`config.mk`:
```
export PLATFORM = sky130hd
export DESIGN_NAME = sound_mixer_matrix
export DESIGN_NICKNAME = d
export VERILOG_FILES = /design/src/rtl/sound_mixer_matrix.sv
export SDC_FILE = /design/constraint.sdc
export NUM_CORES = 1
export LEC_CHECK = 0
export CAP_MARGIN = 20
export CORE_AREA = 2 2 171 156
export CTS_CLUSTER_DIAMETER = 150
export DETAILED_ROUTE_END_ITERATION = 16
export DIE_AREA = 0 0 173 158
export HOLD_SLACK_MARGIN = 0.06
export PLACE_DENSITY = 0.86
export SYNTH_ARGS = -nofsm -noshare
export SYNTH_HDL_FRONTEND = slang
export SYNTH_SLANG_ARGS = --single-unit
```
`constraint.sdc`:
```
create_clock -name CLK -period 14.5 [get_ports CLK]
set_input_delay 2.175 -clock CLK [delete_from_list [all_inputs] [get_ports CLK]]
set_output_delay 2.175 -clock CLK [all_outputs]
set_load 0.02 [all_outputs]
```
`src/rtl/sound_mixer_matrix.sv`:
```
// Crosspoint sound mixer: CH_COUNT signed sources into OUT_COUNT saturated buses.
// A single multiplier walks every (output, channel) pair once per sample frame.
module sound_mixer_matrix #(
  parameter int CH_COUNT     = 4,
  parameter int OUT_COUNT    = 2,
  parameter int IN_WIDTH     = 16,
  parameter int OUT_WIDTH    = 16,
  parameter int GAIN_WIDTH   = 8,
  parameter int GAIN_FRAC    = 6,
  parameter int DEFAULT_GAIN = 64,
  localparam int CW = (CH_COUNT > 1) ? $clog2(CH_COUNT) : 1,
  localparam int OW = (OUT_COUNT > 1) ? $clog2(OUT_COUNT) : 1
) (
  input  logic                          RESET_n,
  input  logic                          CLK,
  input  logic                          SAMPLE_STB,
  input  logic [CH_COUNT*IN_WIDTH-1:0]  IN_SIGNAL,
  input  logic [CH_COUNT-1:0]           MUTE,
  input  logic                          GAIN_WE,
  input  logic [CW-1:0]                 GAIN_CH,
  input  logic [OW-1:0]                 GAIN_OUT,
  input  logic [GAIN_WIDTH-1:0]         GAIN_DATA,
  input  logic                          STATUS_CLR,
  output logic [OUT_COUNT*OUT_WIDTH-1:0] OUT_SIGNAL,
  output logic                          OUT_VALID,
  output logic                          BUSY,
  output logic [OUT_COUNT-1:0]          CLIP,
  output logic                          OVERRUN
);

  localparam int ACC_W = IN_WIDTH + GAIN_WIDTH + 1 + $clog2(CH_COUNT);
  localparam int PW    = IN_WIDTH + GAIN_WIDTH + 1;
  localparam logic signed [ACC_W-1:0] OMAX =
    {{(ACC_W-OUT_WIDTH+1){1'b0}}, {(OUT_WIDTH-1){1'b1}}};
  localparam logic signed [ACC_W-1:0] OMIN = ~OMAX;

  typedef enum logic [1:0] {IDLE, RUN, DONE} state_t;

  state_t state_q, state_d;
  logic [CW-1:0] c_q, c_d;
  logic [OW-1:0] o_q, o_d;
  logic signed [IN_WIDTH-1:0] snap_q [CH_COUNT];
  logic signed [IN_WIDTH-1:0] snap_d [CH_COUNT];
  logic [CH_COUNT-1:0] mute_q, mute_d;
  logic [GAIN_WIDTH-1:0] gain_q [OUT_COUNT][CH_COUNT];
  logic [GAIN_WIDTH-1:0] gain_d [OUT_COUNT][CH_COUNT];
  logic signed [ACC_W-1:0] acc_q [OUT_COUNT];
  logic signed [ACC_W-1:0] acc_d [OUT_COUNT];
  logic pend_q, pend_d;
  logic [CW-1:0] pend_c_q, pend_c_d;
  logic [OW-1:0] pend_o_q, pend_o_d;
  logic [GAIN_WIDTH-1:0] pend_g_q, pend_g_d;
  logic [OUT_COUNT*OUT_WIDTH-1:0] out_q, out_d;
  logic valid_q, valid_d;
  logic [OUT_COUNT-1:0] clip_q, clip_d;
  logic ovr_q, ovr_d;
  logic wr_ok;
  logic signed [PW-1:0] prod;
  logic signed [ACC_W-1:0] y;

  always_comb begin
    state_d  = state_q;
    c_d      = c_q;
    o_d      = o_q;
    snap_d   = snap_q;
    mute_d   = mute_q;
    gain_d   = gain_q;
    acc_d    = acc_q;
    pend_d   = pend_q;
    pend_c_d = pend_c_q;
    pend_o_d = pend_o_q;
    pend_g_d = pend_g_q;
    out_d    = out_q;
    valid_d  = 1'b0;
    prod     = '0;
    y        = '0;
    clip_d   = STATUS_CLR ? '0 : clip_q;
    ovr_d    = STATUS_CLR ? 1'b0 : ovr_q;
    wr_ok    = GAIN_WE && (int'(GAIN_CH) < CH_COUNT)
               && (int'(GAIN_OUT) < OUT_COUNT);
    if (SAMPLE_STB && state_q != IDLE) ovr_d = 1'b1;

    unique case (state_q)
      IDLE: begin
        if (pend_q) begin
          gain_d[pend_o_q][pend_c_q] = pend_g_q;
          pend_d = wr_ok;
        end else if (wr_ok) begin
          gain_d[GAIN_OUT][GAIN_CH] = GAIN_DATA;
        end
        if (SAMPLE_STB) begin
          for (int c = 0; c < CH_COUNT; c++)
            snap_d[c] = IN_SIGNAL[c*IN_WIDTH +: IN_WIDTH];
          for (int o = 0; o < OUT_COUNT; o++) acc_d[o] = '0;
          mute_d  = MUTE;
          c_d     = '0;
          o_d     = '0;
          state_d = RUN;
        end
      end
      RUN: begin
        if (wr_ok) pend_d = 1'b1;
        if (!mute_q[c_q])
          prod = PW'(snap_q[c_q])
               * PW'($signed({1'b0, gain_q[o_q][c_q]}));
        acc_d[o_q] = acc_q[o_q] + ACC_W'(prod);
        if (c_q == CW'(CH_COUNT-1)) begin
          c_d = '0;
          if (o_q == OW'(OUT_COUNT-1)) state_d = DONE;
          else o_d = o_q + 1'b1;
        end else begin
          c_d = c_q + 1'b1;
        end
      end
      DONE: begin
        if (pend_q) begin
          gain_d[pend_o_q][pend_c_q] = pend_g_q;
          pend_d = wr_ok;
        end else if (wr_ok) begin
          pend_d = 1'b1;
        end
        for (int o = 0; o < OUT_COUNT; o++) begin
          y = acc_q[o] >>> GAIN_FRAC;
          if (y > OMAX) begin
            y = OMAX;
            clip_d[o] = 1'b1;
          end else if (y < OMIN) begin
            y = OMIN;
            clip_d[o] = 1'b1;
          end
          out_d[o*OUT_WIDTH +: OUT_WIDTH] = y[OUT_WIDTH-1:0];
        end
        valid_d = 1'b1;
        state_d = IDLE;
      end
      default: state_d = IDLE;
    endcase

    // a write that arrives while busy (or queued behind one) parks here
    if (wr_ok && (state_q != IDLE || pend_q)) begin
      pend_c_d = GAIN_CH;
      pend_o_d = GAIN_OUT;
      pend_g_d = GAIN_DATA;
    end
  end

  always_ff @(posedge CLK or negedge RESET_n) begin
    if (!RESET_n) begin
      state_q  <= IDLE;
      c_q      <= '0;
      o_q      <= '0;
      mute_q   <= '0;
      pend_q   <= 1'b0;
      pend_c_q <= '0;
      pend_o_q <= '0;
      pend_g_q <= '0;
      out_q    <= '0;
      valid_q  <= 1'b0;
      clip_q   <= '0;
      ovr_q    <= 1'b0;
      for (int c = 0; c < CH_COUNT; c++) snap_q[c] <= '0;
      for (int o = 0; o < OUT_COUNT; o++) begin
        acc_q[o] <= '0;
        for (int c = 0; c < CH_COUNT; c++)
          gain_q[o][c] <= GAIN_WIDTH'(DEFAULT_GAIN);
      end
    end else begin
      state_q  <= state_d;
      c_q      <= c_d;
      o_q      <= o_d;
      snap_q   <= snap_d;
      mute_q   <= mute_d;
      gain_q   <= gain_d;
      acc_q    <= acc_d;
      pend_q   <= pend_d;
      pend_c_q <= pend_c_d;
      pend_o_q <= pend_o_d;
      pend_g_q <= pend_g_d;
      out_q    <= out_d;
      valid_q  <= valid_d;
      clip_q   <= clip_d;
      ovr_q    <= ovr_d;
    end
  end

  assign OUT_SIGNAL = out_q;
  assign OUT_VALID  = valid_q;
  assign BUSY       = (state_q != IDLE);
  assign CLIP       = clip_q;
  assign OVERRUN    = ovr_q;

endmodule

```
==> metrics.log <==
[metrics] Yosys top cell area share: a little over a third
[metrics] number of port buffers: 120
[metrics] placed insts: about 2000
[metrics] wire length of the first global-routing pass: 63.4 mm
[metrics] Highest Clock Rate: 0.118 GHz
[metrics] Placed Area: about 0.018 sq mm
[metrics] CTS Buf Count: 25
[metrics] post-synthesis async set-or-reset flop share: 100%
[metrics] largest net degree at the start of global routing: around 120
[metrics] number of non-filler instances in the completed layout: 2067
[metrics] number of antenna violations at the first check in global routing: 0
[metrics] max-capacitance violation count: 0
[metrics] count of flip-flops with a built-in enable after synthesis: 0
[metrics] Max Transition Viols Final: 0
[metrics] largest clock skew in the final design: 0.0163 ns
[metrics] startpoint type of the worst setup path: flip-flop
[metrics] total clock sinks: between 200 and 250
[metrics] final design area excluding fillers: 0.0187 sq mm
[metrics] master of the slowest instance on the critical path: mux4_2
[metrics] width of the die: 173 microns
[metrics] largest buffer count on any clock path: 3
[metrics] number of distinct standard cells referenced by the synthesized netlist: 63
[metrics] most used cell, CP: fa_1
[metrics] post-layout net count: slightly below 2000
[metrics] Arr. time, crit path: a little under 9 ns
[metrics] number of gates given a new drive strength after cts: 0
[metrics] final worst-path cycle share: 58.4%
[metrics] cell types with the highest counts after synthesis: 231 x dfrtp_1, 177 x inv_1, 172 x nand2_1, 121 x mux2_2, 104 x a21oi_1
[metrics] remaining design rule violation count: 0
[metrics] total inserted antenna cells: 0
[metrics] worst hold path class: flip-flop to flip-flop
[metrics] overall via count from detail_route: about 12000
[metrics] portion of the post-synthesis area used by sequential elements: 36.5%
[metrics] cell taking the most area after synthesis: dfrtp_1
[metrics] post-synthesis instance area: between 0.015 and 0.02 sq mm
[metrics] H-Tree Depth: 1
[metrics] critical path required time: approximately 15 ns
[metrics] most common cell in the synthesized netlist: dfrtp_1
[metrics] Die Area: around 0.027 sq mm
[metrics] dpl hpwl: about 27 mm
[metrics] die height: 158 microns
[metrics] area inside the core boundary: 0.0256 sq mm
[metrics] number of optimization iterations in the first detailed-route pass: 5
[metrics] post-DR vias/cell: roughly 6.0
[metrics] share of layout cells above drive strength 1: a little over an eighth
[metrics] measured slew at the worst slew-check pin: between 0.9 and 1 ns
[metrics] setup ws final: slightly above 6 ns
[metrics] GRT Residual Overflow: 0
[metrics] Final Setup Violations: 0
[metrics] Ys Warns: 0
[metrics] FP Rows: 56
[metrics] Max-Slew Margin vs Limit: 36.2%
[metrics] area overhead of the layout relative to synthesis: 13.9%
[metrics] Initial Utilization: 64.1%
[metrics] TritonCTS clock tree: yes
[metrics] Critical Setup Path Class: flip-flop to flip-flop
[metrics] flops & latches, synth: 239
[metrics] Post-Place Worst Slack: around 6.1 ns
[metrics] Crit. End Element: flip-flop
[metrics] total wire length after detailed routing: roughly 37 mm
[metrics] most common flop cell mapped by yosys: dfrtp_1
[metrics] setup_tns: 0 ns
[metrics] CTS root buf: clkbuf_16
[metrics] Avg Synthesized Cell Area: 10.2 sq um
[metrics] min Tclk post-route: around 8.5 ns
[metrics] I/O pin total: about 120
[metrics] net count after synthesis: between 1500 and 2000
[metrics] GPL Wtd Cong: 0.917
[metrics] count of buffer and inverter cells on the critical path: 3
[metrics] hold buffer count at cts: 0
[metrics] Worst-Skew Late Latency: 0.54 ns
[metrics] number of global-route vias before repair: between 10000 and 15000
[metrics] Mapped Cells: about 1600
[metrics] gate family responsible for the most delay along the worst path: adder cells
[metrics] average routed wire per standard cell: between 15 and 20 microns
[metrics] Antenna Nets Post-Route: 0
[metrics] top post-synthesis cells by area: dfrtp_1 35%, fa_1 13%, mux2_2 8.3%, ha_1 6.2%, inv_1 4.0%
[metrics] All-Layer GR Usage: about 28%
[metrics] initial DRC count: roughly 1000
[metrics] Post-CTS Repair Setup Buffers: 0
[metrics] number of hold-slack violations in the final timing report: 0
[metrics] clock transition time at the flip-flop clock pins of the worst setup and hold paths: around 0.060 ns
[metrics] largest fanout on the critical path: between 40 and 50
[metrics] unrepaired setup endpoints after global routing: no
[metrics] outcome: finished clean
[metrics] highest cell delay on the worst timing path: between 0.6 and 0.7 ns
[metrics] count of fill cells added during filler insertion: between 1500 and 2000
[state kept, by name, summed over array words and instances (netlist names), 2 cells and up]
register / count
gain_q: 64
snap_q: 64
acc_q: 54
OUT_SIGNAL: 32
pend_g_q: 8
mute_q: 4
CLIP: 2
c_q: 2
pend_c_q: 2
state_q: 2
[worst paths after layout]
| check | start | to | slack (ns) | cells past startpoint |
|---|---|---|---|---|
| worst min register to register | gain_q[28]$_DFFE_PN0P_ | gain_q[28]$_DFFE_PN0P_ | 0.48 | 2 |
| worst max-delay path | c_q[0]$_DFFE_PN0P_ | acc_q[26]$_DFFE_PN0P_ | 6.03 | 27 |
| min in group asynchronous | RESET_n | gain_q[61]$_DFFE_PN0P_ | 1.67 | 1 |
| worst min-delay path | gain_q[28]$_DFFE_PN0P_ | gain_q[28]$_DFFE_PN0P_ | 0.48 | 2 |
| worst max register to register | c_q[0]$_DFFE_PN0P_ | acc_q[26]$_DFFE_PN0P_ | 6.03 | 27 |
| max in group asynchronous | RESET_n | acc_q[25]$_DFFE_PN0P_ | 10.67 | 3 |
[final cells by class]
cell class | instances | area (sq um) | share of cell area (%)
clock buffers | 39 | 708 | 3.78
flip-flops and latches | 239 | 5990 | 32.0
clock inverters | 6 | 75.1 | 0.401
multi-input cells | 1121 | 9500 | 50.8
repair buffers | 137 | 1330 | 7.13
inverters | 177 | 664 | 3.55
well taps | 348 | 435 | 2.33
[cell usage in the layout (no fill, tap or decap), drive strengths merged, types with 15 or more instances in the layout]
cell type      count
a21oi            104
nor2b             39
nor3              17
mux2i             22
nand2b            24
inv              178
xor2              17
buf               18
fa               103
mux4              26
o21ai             99
nand2            172
ha                81
nand3             15
dfrtp            231
a22o              47
nor2             101
clkdlybuf4s50    119
mux2             121
clkbuf            39
xnor2             27
[through the flow]
step           util, %  hold slack [ns]
6_report          73.0            0.477
5_1_grt           73.0            0.499
4_1_cts           72.9            0.481
3_5_place_dp      69.9            0.468
3_3_place_gp      69.9            0.457
2_1_floorplan        -            0.444
[worst min-delay path, stage by stage (launching register included)]
cell and delay, ns:
dfrtp_1 0.34, nand2_1 0.05, o21ai_0 0.06
[layer usage]
| layer | global-route usage [%] | wire length [microns] |
|---|---|---|
| met1 | 35.9 | 15300 |
| met4 | 10.7 | 1090 |
| met5 | 0 | 0 |
| met3 | 4.39 | 1960 |
| met2 | 50.2 | 19000 |
[cell families (layout without fill, tap and decap cells)]
logic type	after synthesis	after routing	share of synthesized area (%)
AND/OR/NAND/NOR	393	393	10.7
AO/OA/AOI/OAI	331	331	12.9
buffers and inverters	246	359	5.73
flip-flops	239	239	36.5
adder cells (fa/ha/maj)	184	184	18.7
multiplexers	169	169	13.2
XOR/XNOR	44	44	2.35
Power is not shown: default switching activity piles up to over one toggle a cycle in this logic, so the estimate is an artifact.
